`src/rtl/mem_arbiter_pkg.sv`:
```
// Shared types for the I-cache / D-cache main-memory arbiter.
// The captured-request struct is sized to the package widths; the top slices it down to its parameters.
package mem_arbiter_pkg;

  localparam int MEM_ADDR_W = 32;
  localparam int MEM_LINE_W = 64;

  typedef enum logic {
    ICACHE = 1'b0,
    DCACHE = 1'b1
  } owner_e;

  typedef enum logic [1:0] {
    IDLE  = 2'd0,
    ISSUE = 2'd1,
    WAIT  = 2'd2
  } state_e;

  typedef struct packed {
    logic                  we;
    logic [MEM_ADDR_W-1:0] addr;
    logic [MEM_LINE_W-1:0] wdata;
  } mem_req_t;

  // Round-robin tie break: whoever did not win last time goes first.
  function automatic owner_e rr_pick(input logic req_ic, input logic req_dc, input owner_e last);
    owner_e pick;
    pick = DCACHE;
    if (req_ic && req_dc) pick = (last == ICACHE) ? DCACHE : ICACHE;
    else if (req_ic)      pick = ICACHE;
    return pick;
  endfunction

endpackage

```
`src/rtl/mem_arbiter_rr_arbiter2.sv`:
```
// Two-way round-robin picker: combinational grant, registered last-grant pointer.
// The pointer resets to ICACHE so the D-cache wins the first tie.
module rr_arbiter2
  import mem_arbiter_pkg::*;
(
  input  logic   clock,
  input  logic   reset,
  input  logic   req_ic,
  input  logic   req_dc,
  input  logic   update,
  output logic   grant_valid,
  output owner_e grant
);

  owner_e last;

  always_comb begin
    grant_valid = req_ic | req_dc;
    grant       = rr_pick(req_ic, req_dc, last);
  end

  always_ff @(posedge clock) begin
    if (!reset) begin
      last <= ICACHE;
    end else if (update && grant_valid) begin
      last <= grant;
    end
  end

endmodule

```
`src/rtl/mem_arbiter.sv`:
```
// Shares one main-memory port between I-cache refills and D-cache reads/write-backs,
// one transaction at a time, with branch-redirect squash of in-flight instruction fetches.
module mem_arbiter
  import mem_arbiter_pkg::*;
#(
  parameter int ADDR_WIDTH = MEM_ADDR_W,
  parameter int LINE_WIDTH = MEM_LINE_W
) (
  input  logic                  clock,
  input  logic                  reset,

  input  logic                  ic_req_valid,
  input  logic [ADDR_WIDTH-1:0] ic_req_addr,
  output logic                  ic_req_ready,
  input  logic                  ic_cancel,
  output logic                  ic_resp_valid,
  output logic [LINE_WIDTH-1:0] ic_resp_data,

  input  logic                  dc_req_valid,
  input  logic                  dc_req_we,
  input  logic [ADDR_WIDTH-1:0] dc_req_addr,
  input  logic [LINE_WIDTH-1:0] dc_req_wdata,
  output logic                  dc_req_ready,
  output logic                  dc_resp_valid,
  output logic [LINE_WIDTH-1:0] dc_resp_data,

  output logic                  mem_req_valid,
  output logic                  mem_req_we,
  output logic [ADDR_WIDTH-1:0] mem_req_addr,
  output logic [LINE_WIDTH-1:0] mem_req_wdata,
  input  logic                  mem_req_ready,
  input  logic                  mem_resp_valid,
  input  logic [LINE_WIDTH-1:0] mem_resp_data,

  output logic                  busy
);

  state_e   state;
  owner_e   owner;
  mem_req_t cap_req;
  logic     squash;

  logic     req_ic;
  logic     grant_valid;
  owner_e   grant;
  logic     arb_update;
  logic     ic_kill;

  // A cancelled fetch is never a candidate, even in the cycle it is raised.
  assign req_ic     = ic_req_valid & ~ic_cancel;
  assign arb_update = reset & (state == IDLE);

  rr_arbiter2 u_rr (
    .clock       (clock),
    .reset       (reset),
    .req_ic      (req_ic),
    .req_dc      (dc_req_valid),
    .update      (arb_update),
    .grant_valid (grant_valid),
    .grant       (grant)
  );

  always_comb begin
    ic_req_ready = arb_update & grant_valid & (grant == ICACHE);
    dc_req_ready = arb_update & grant_valid & (grant == DCACHE);
  end

  assign mem_req_valid = (state == ISSUE);
  assign mem_req_we    = cap_req.we;
  assign mem_req_addr  = cap_req.addr[ADDR_WIDTH-1:0];
  assign mem_req_wdata = cap_req.wdata[LINE_WIDTH-1:0];
  assign busy          = (state != IDLE);

  // Squash also covers a cancel arriving in the same cycle as the memory response.
  assign ic_kill = squash | ic_cancel;

  always_ff @(posedge clock) begin
    if (!reset) begin
      state         <= IDLE;
      owner         <= ICACHE;
      cap_req       <= '0;
      squash        <= 1'b0;
      ic_resp_valid <= 1'b0;
      ic_resp_data  <= '0;
      dc_resp_valid <= 1'b0;
      dc_resp_data  <= '0;
    end else begin
      ic_resp_valid <= 1'b0;
      dc_resp_valid <= 1'b0;
      case (state)
        IDLE: begin
          squash <= 1'b0;
          if (grant_valid) begin
            owner <= grant;
            if (grant == DCACHE) begin
              cap_req.we    <= dc_req_we;
              cap_req.addr  <= MEM_ADDR_W'(dc_req_addr);
              cap_req.wdata <= MEM_LINE_W'(dc_req_wdata);
            end else begin
              cap_req.we    <= 1'b0;
              cap_req.addr  <= MEM_ADDR_W'(ic_req_addr);
              cap_req.wdata <= '0;
            end
            state <= ISSUE;
          end
        end

        ISSUE: begin
          if (ic_cancel && owner == ICACHE) squash <= 1'b1;
          if (mem_req_ready) begin
            if (cap_req.we) begin
              dc_resp_valid <= 1'b1;
              dc_resp_data  <= '0;
              squash        <= 1'b0;
              state         <= IDLE;
            end else begin
              state <= WAIT;
            end
          end
        end

        WAIT: begin
          if (ic_cancel && owner == ICACHE) squash <= 1'b1;
          if (mem_resp_valid) begin
            if (owner == ICACHE) begin
              if (!ic_kill) begin
                ic_resp_valid <= 1'b1;
                ic_resp_data  <= mem_resp_data;
              end
            end else begin
              dc_resp_valid <= 1'b1;
              dc_resp_data  <= mem_resp_data;
            end
            squash <= 1'b0;
            state  <= IDLE;
          end
        end

        default: state <= IDLE;
      endcase
    end
  end

endmodule

```
`config.mk`:
```
export PLATFORM = sky130hd
export DESIGN_NAME = mem_arbiter
export DESIGN_NICKNAME = d
export VERILOG_FILES = /design/src/rtl/mem_arbiter_pkg.sv /design/src/rtl/mem_arbiter_rr_arbiter2.sv /design/src/rtl/mem_arbiter.sv
export SDC_FILE = /design/constraint.sdc
export NUM_CORES = 1
export LEC_CHECK = 0
export CAP_MARGIN = 20
export CORE_AREA = 2 2 168 170
export CTS_CLUSTER_DIAMETER = 120
export DETAILED_ROUTE_END_ITERATION = 16
export DIE_AREA = 0 0 170 172
export GPL_ROUTABILITY_DRIVEN = 0
export PLACE_DENSITY = 0.67
export SYNTH_ARGS = -nofsm -noshare
export SYNTH_HDL_FRONTEND = slang
export SYNTH_HIERARCHICAL = 1
export SYNTH_SLANG_ARGS = --single-unit
```
`constraint.sdc`:
```
create_clock -name clock -period 4.4 [get_ports clock]
set_input_delay 1.32 -clock clock [delete_from_list [all_inputs] [get_ports clock]]
set_output_delay 1.32 -clock clock [all_outputs]
set_load 0.01 [all_outputs]
```
# == Yosys cells after proc, flatten, opt, wreduce, memory -nomap -nowiden ==
# Index checks and enable logic that the tools add are counted.
# classes
mux,25
n_reduce_logical,12
eq_ne,7
n_bitwise,14
# ops
cell,count
64-bit 2-to-1 mux,4
64-bit case mux with 2 select lines,1
97-bit 2-to-1 mux,1
1-bit 2-to-1 mux,12
2-bit 2-to-1 mux,4
1-bit inverter,7
"2-bit != test, second input constant",3
2-bit case mux with 3 select lines,1
1-bit bitwise AND,5
5-bit AND reduction,1
"2-bit by 1-bit != test with 1-bit output, second input constant",2
4-bit AND reduction,1
2-bit nonzero test,2
4-bit OR reduction,1
1-bit logical AND,3
1-bit case mux with 3 select lines,1
3-bit AND reduction,1
3-bit nonzero test,1
"2-bit by 1-bit == test with 1-bit output, second input constant",1
"2-bit == test, second input constant",1
2-bit logical NOT,1
1-bit OR,2
1-bit case mux with 2 select lines,1
2-bit AND reduction,1
# word_totals
out_inout_bits,231
ff_bits,232
elab_cells,69
inputBits,200

# == Logic depth before layout (Yosys ltp) ==
# logic_depth
depth_word,6
mapped_depth,10
mapped_depth_nobuf,5

# == By module ==
# The synthesis kept the hierarchy.
# modules_own_cells
module,seq_area_each_um2,area_each_um2,cells_each,instances
mem_arbiter,4624.4,8999.9,912,1
rr_arbiter2,20.0,57.6,7,1

# == Worst setup path before layout ==
# No wires, ideal clock.
# synth_path
path_kind,in2out
start,in ic_cancel
end,out ic_req_ready
path_buffers,4
t_arrival_ns,2.814
required_time_ns,3.080
setup_slack_ns,0.266
stages,8
cell_sequence,clkbuf_1 > clkbuf_1 > nor2b_1 > or2_2 > and2_1 > buf_2 > buf_2 > nor3b_1
# synth_between
elab_cells_between_ends,9
cone_classes,2 x mux; 6 x bitwise; 1 x reduce/logical
# synth_lines
element,line_no,source
from (decl),mem_arbiter.sv:15,"input logic ic_cancel,"
1-bit inverter,mem_arbiter.sv:50,assign req_ic = ic_req_valid & ~ic_cancel;
1-bit bitwise AND,mem_arbiter.sv:50,
named net req_ic,mem_arbiter.sv:43,logic req_ic;
1-bit OR,mem_arbiter_rr_arbiter2.sv:18,grant_valid = req_ic | req_dc;
named net grant_valid,mem_arbiter.sv:44,logic grant_valid;
1-bit bitwise AND (2 in a row),mem_arbiter.sv:64,ic_req_ready = arb_update & grant_valid & (grant == ICACHE);
to (decl),mem_arbiter.sv:14,"output logic ic_req_ready,"
# The timed path passes the listed nets, and every way through them passes these cells.

# == Worst setup path in the final report ==
# layout_path
start,in ic_req_valid
end,out dc_req_ready
# layout_between
elab_chain_cells,4
elab_cells_between_ends,7
cone_classes,2 x mux; 4 x bitwise; 1 x reduce/logical
# layout_lines
element,line_no,source
from (decl),mem_arbiter.sv:12,"input logic ic_req_valid,"
1-bit bitwise AND,mem_arbiter.sv:50,
named net req_ic,mem_arbiter.sv:43,
1-bit OR,mem_arbiter_rr_arbiter2.sv:18,
named net grant_valid,mem_arbiter.sv:44,
1-bit bitwise AND (2 in a row),mem_arbiter.sv:65,dc_req_ready = arb_update & grant_valid & (grant == DCACHE);
to (decl),mem_arbiter.sv:23,"output logic dc_req_ready,"
# The timed path passes the listed nets, and every way through them passes these cells.

==> impl_metrics.yaml <==
run:
  cap_violations: 0
synthesis:
  syn_avg_cell_area_um2: 9.86
  syn_inst: 919
  synth_edf_count: 0
  synth_ff_type: "dfxtp_1"
  ys_types: 37
  ys_warn_count: 6
  ys_seq_area_frac: 0.513
  synth_common_cells: "232 x dfxtp_1, 96 x mux2i_1, 66 x a21oi_1, 66 x nand3_1"
  synth-async-reset-ratio: 0
  synth.most_common_cell: "dfxtp_1"
  synth_top_cell_by_area: "dfxtp_1"
  syn-cell-area_mm2: 0.00906
  syn-num-nets: 1124
  synth.area.top_cells: "dfxtp_1 51%, mux2i_1 11%, a22o_1 6.3%"
  synth_top_area_frac: 0.513
  synth-seq-cells: 232
drt:
  wl_per_cell_um: 18.9
  drc: 0
  via_per_inst: 5.01
  drtAntennaViolNets: 0
  first_iter_violations: 583
  num_vias: 8370
  totalWireLength_um: 31600
  drt_pass1_iterations: 4
power:
  peakVddDrop_v: 0.000255
  p_leak_nw: 5.26
  p_sw_mw: 1.84
  power_frac_clock: 0.347
  p_int_mw: 4.54
  p_sw_frac: 0.289
  p_seq_frac: 0.380
  p_per_area_mw_per_mm2: 441
  comb_power_share: 0.273
critical_path:
  r2r_setup_slack_ns: 1.56
  critical_path_class: "in -> out"
  timing.rr.start: "state[0]"
  startpoint: "ic_req_valid"
  required_ns: 3.08
  start_kind: "input pin"
  worstSetupEndpoint: "dc_req_ready"
  cp_max_fo: 3
  rr_endpoint: "ic_resp_data[16]"
  cp.arrival_ns: 2.90
  reg2regPathDepth: 7
  crit_path_end_kind: "output port"
global_route:
  grt_pass1_wl_um: 47100
  grtUsageTotal: 0.204
  overflow: 0
  grt_max_degree: 131
  grt_pass1_vias: 8027
  antenna_found_initial: 1
floorplan:
  die_w_um: 170
  start_util: 0.330
  die_area_mm2: 0.0292
  coreArea_mm2: 0.0275
  rows: 61
  die_y_um: 172
  ios: 431
cells_and_area:
  fill_cells: 2507
  fin_cells: 1671
  n_antenna_cell: 0
  final_nets: 1510
  area_growth_pct: 59.8
  final_layout_size_suffix_gt1_frac: 0.0596
sta:
  finalMaxSlewViolations: 0
  whs_ns: 0.453
  fin_crit_ns: 4.22
  period_share: 0.960
  worst_slew_pin_slew_ns: 1.09
  skew_ns: 0.00926
  hold_viol: 0
  worst_slack_ns: 0.176
  setup_viol_count_final: 0
  max_freq_mhz: 237
  setup_tns_ns: 0
  slew_headroom: 0.273
  rsz0062_at_grt: "false"
clock_tree:
  htree_levels: 1
  postCtsHoldBufs: 0
  clockBufferDepth: 3
  numClockSinks: 232
  clkTransAtPathRegs_ns: 0.06
  clk_latency_ns: 0.53
  cts_tree: "done"
  cts_made_buffers: 26
  cts_root_buf: "clkbuf_16"
  ctsResizeCount: 0
  post_cts_buffers: 0
placement:
  dp.cells: 1623
  pre_cts_ws_ns: 0.0346
  hpwlAfterDp_um: 22200
  io_buffers: 430
hold_path:
  hp-class: "reg -> reg"
outcome:
  status: "finished, final reports clean"
[final cells by class]
type	count	area, um2	share of cell area
tap	346	433	0.0299
inverter	8	31.3	0.00216
multi-input combinational	586	3940	0.272
sequential	232	4640	0.321
clock buffer	35	756	0.0522
clock inverter	13	118	0.00813
timing repair buffer	451	4550	0.314
[cells in the final DEF, fill, tap and decap left out, types with 2 or more instances in the layout]
master           instances
clkdlybuf4s50_1        427
dfxtp_1                232
mux2i_1                 96
a21oi_1                 66
nand3_1                 66
nand2_1                 65
a22o_1                  65
nand3b_1                64
o21ai_0                 64
a211oi_1                34
nor2_1                  32
clkbuf_16               27
buf_4                   16
clkinv_2                11
inv_1                    7
buf_12                   7
clkbuf_8                 5
nor2b_1                  4
ha_1                     4
nand2b_1                 3
clkbuf_1                 3
nand4_1                  2
o31ai_1                  2
bufinv_16                2
[critical path, stage by stage]
cell,delay [ns]
clkdlybuf4s50_1,0.39
nor2b_1,0.13
or2_2,0.29
and3_2,0.26
clkdlybuf4s50_1,0.51
[state kept, by name (all words and copies together), names as in the netlist]
register and cells:
owner 1, mem_req_addr 32, mem_req_wdata 64, mem_req_we 1, state 2, ic_resp_valid 1
dc_resp_data 64, dc_resp_valid 1, u_rr/last 1, ic_resp_data 64, squash 1
[power by group through the flow]
stage / Clock, mW / Combinational [mW] / Sequential [mW]
4_1_cts: 2.29 / 1.76 / 2.42
6_report: 2.21 / 1.74 / 2.42
3_3_place_gp: 0 / 1.75 / 2.46
5_1_grt: 2.37 / 1.87 / 2.45
2_1_floorplan: 0 / 0.876 / 2.54
3_5_place_dp: 0 / 1.76 / 2.46
[per-layer routing]
metal | GRT usage | up-vias | wire [um]
met4 | 0.0565 | 2 | 774
met2 | 0.341 | 324 | 15000
met3 | 0.0652 | 50 | 2720
met5 | 0 | - | 13
met1 | 0.255 | 3922 | 13100
li1 | - | 4072 | -
[how the worst min path moves through the flow]
stage / startpoint / end / slack [ns] / depth (start not counted)
after global placement: dc_resp_data[24] / dc_resp_data[24] / 0.44 / 2
final: dc_resp_data[18] / dc_resp_data[18] / 0.45 / 2
after detailed placement: dc_resp_data[6] / dc_resp_data[6] / 0.45 / 2
after global routing: dc_resp_data[24] / dc_resp_data[24] / 0.47 / 2
after floorplan: u_rr/last / u_rr/last / 0.46 / 1
after CTS: dc_resp_data[32] / dc_resp_data[32] / 0.46 / 2
[metrics by stage]
step | power, mW | cell area (um2) | utilization
after floorplan | 3.42 | 9060 | -
after global placement | 4.21 | 13600 | 0.495
after detailed placement | 4.22 | 13600 | 0.495
after CTS | 6.48 | 14500 | 0.527
after global routing | 6.69 | 14500 | 0.527
final | 6.38 | 14500 | 0.527
[logic make-up after synthesis]
| family | after synthesis | synth area share |
|---|---|---|
| AOI/OAI and AO/OA | 238 | 0.171 |
| muxes | 96 | 0.106 |
| DFF | 232 | 0.513 |
| buffers and inverters | 101 | 0.0579 |
| and+or+nand+nor | 247 | 0.146 |
| adders and majority gates | 5 | 0.00691 |
Power figures use the tool's default switching activity.
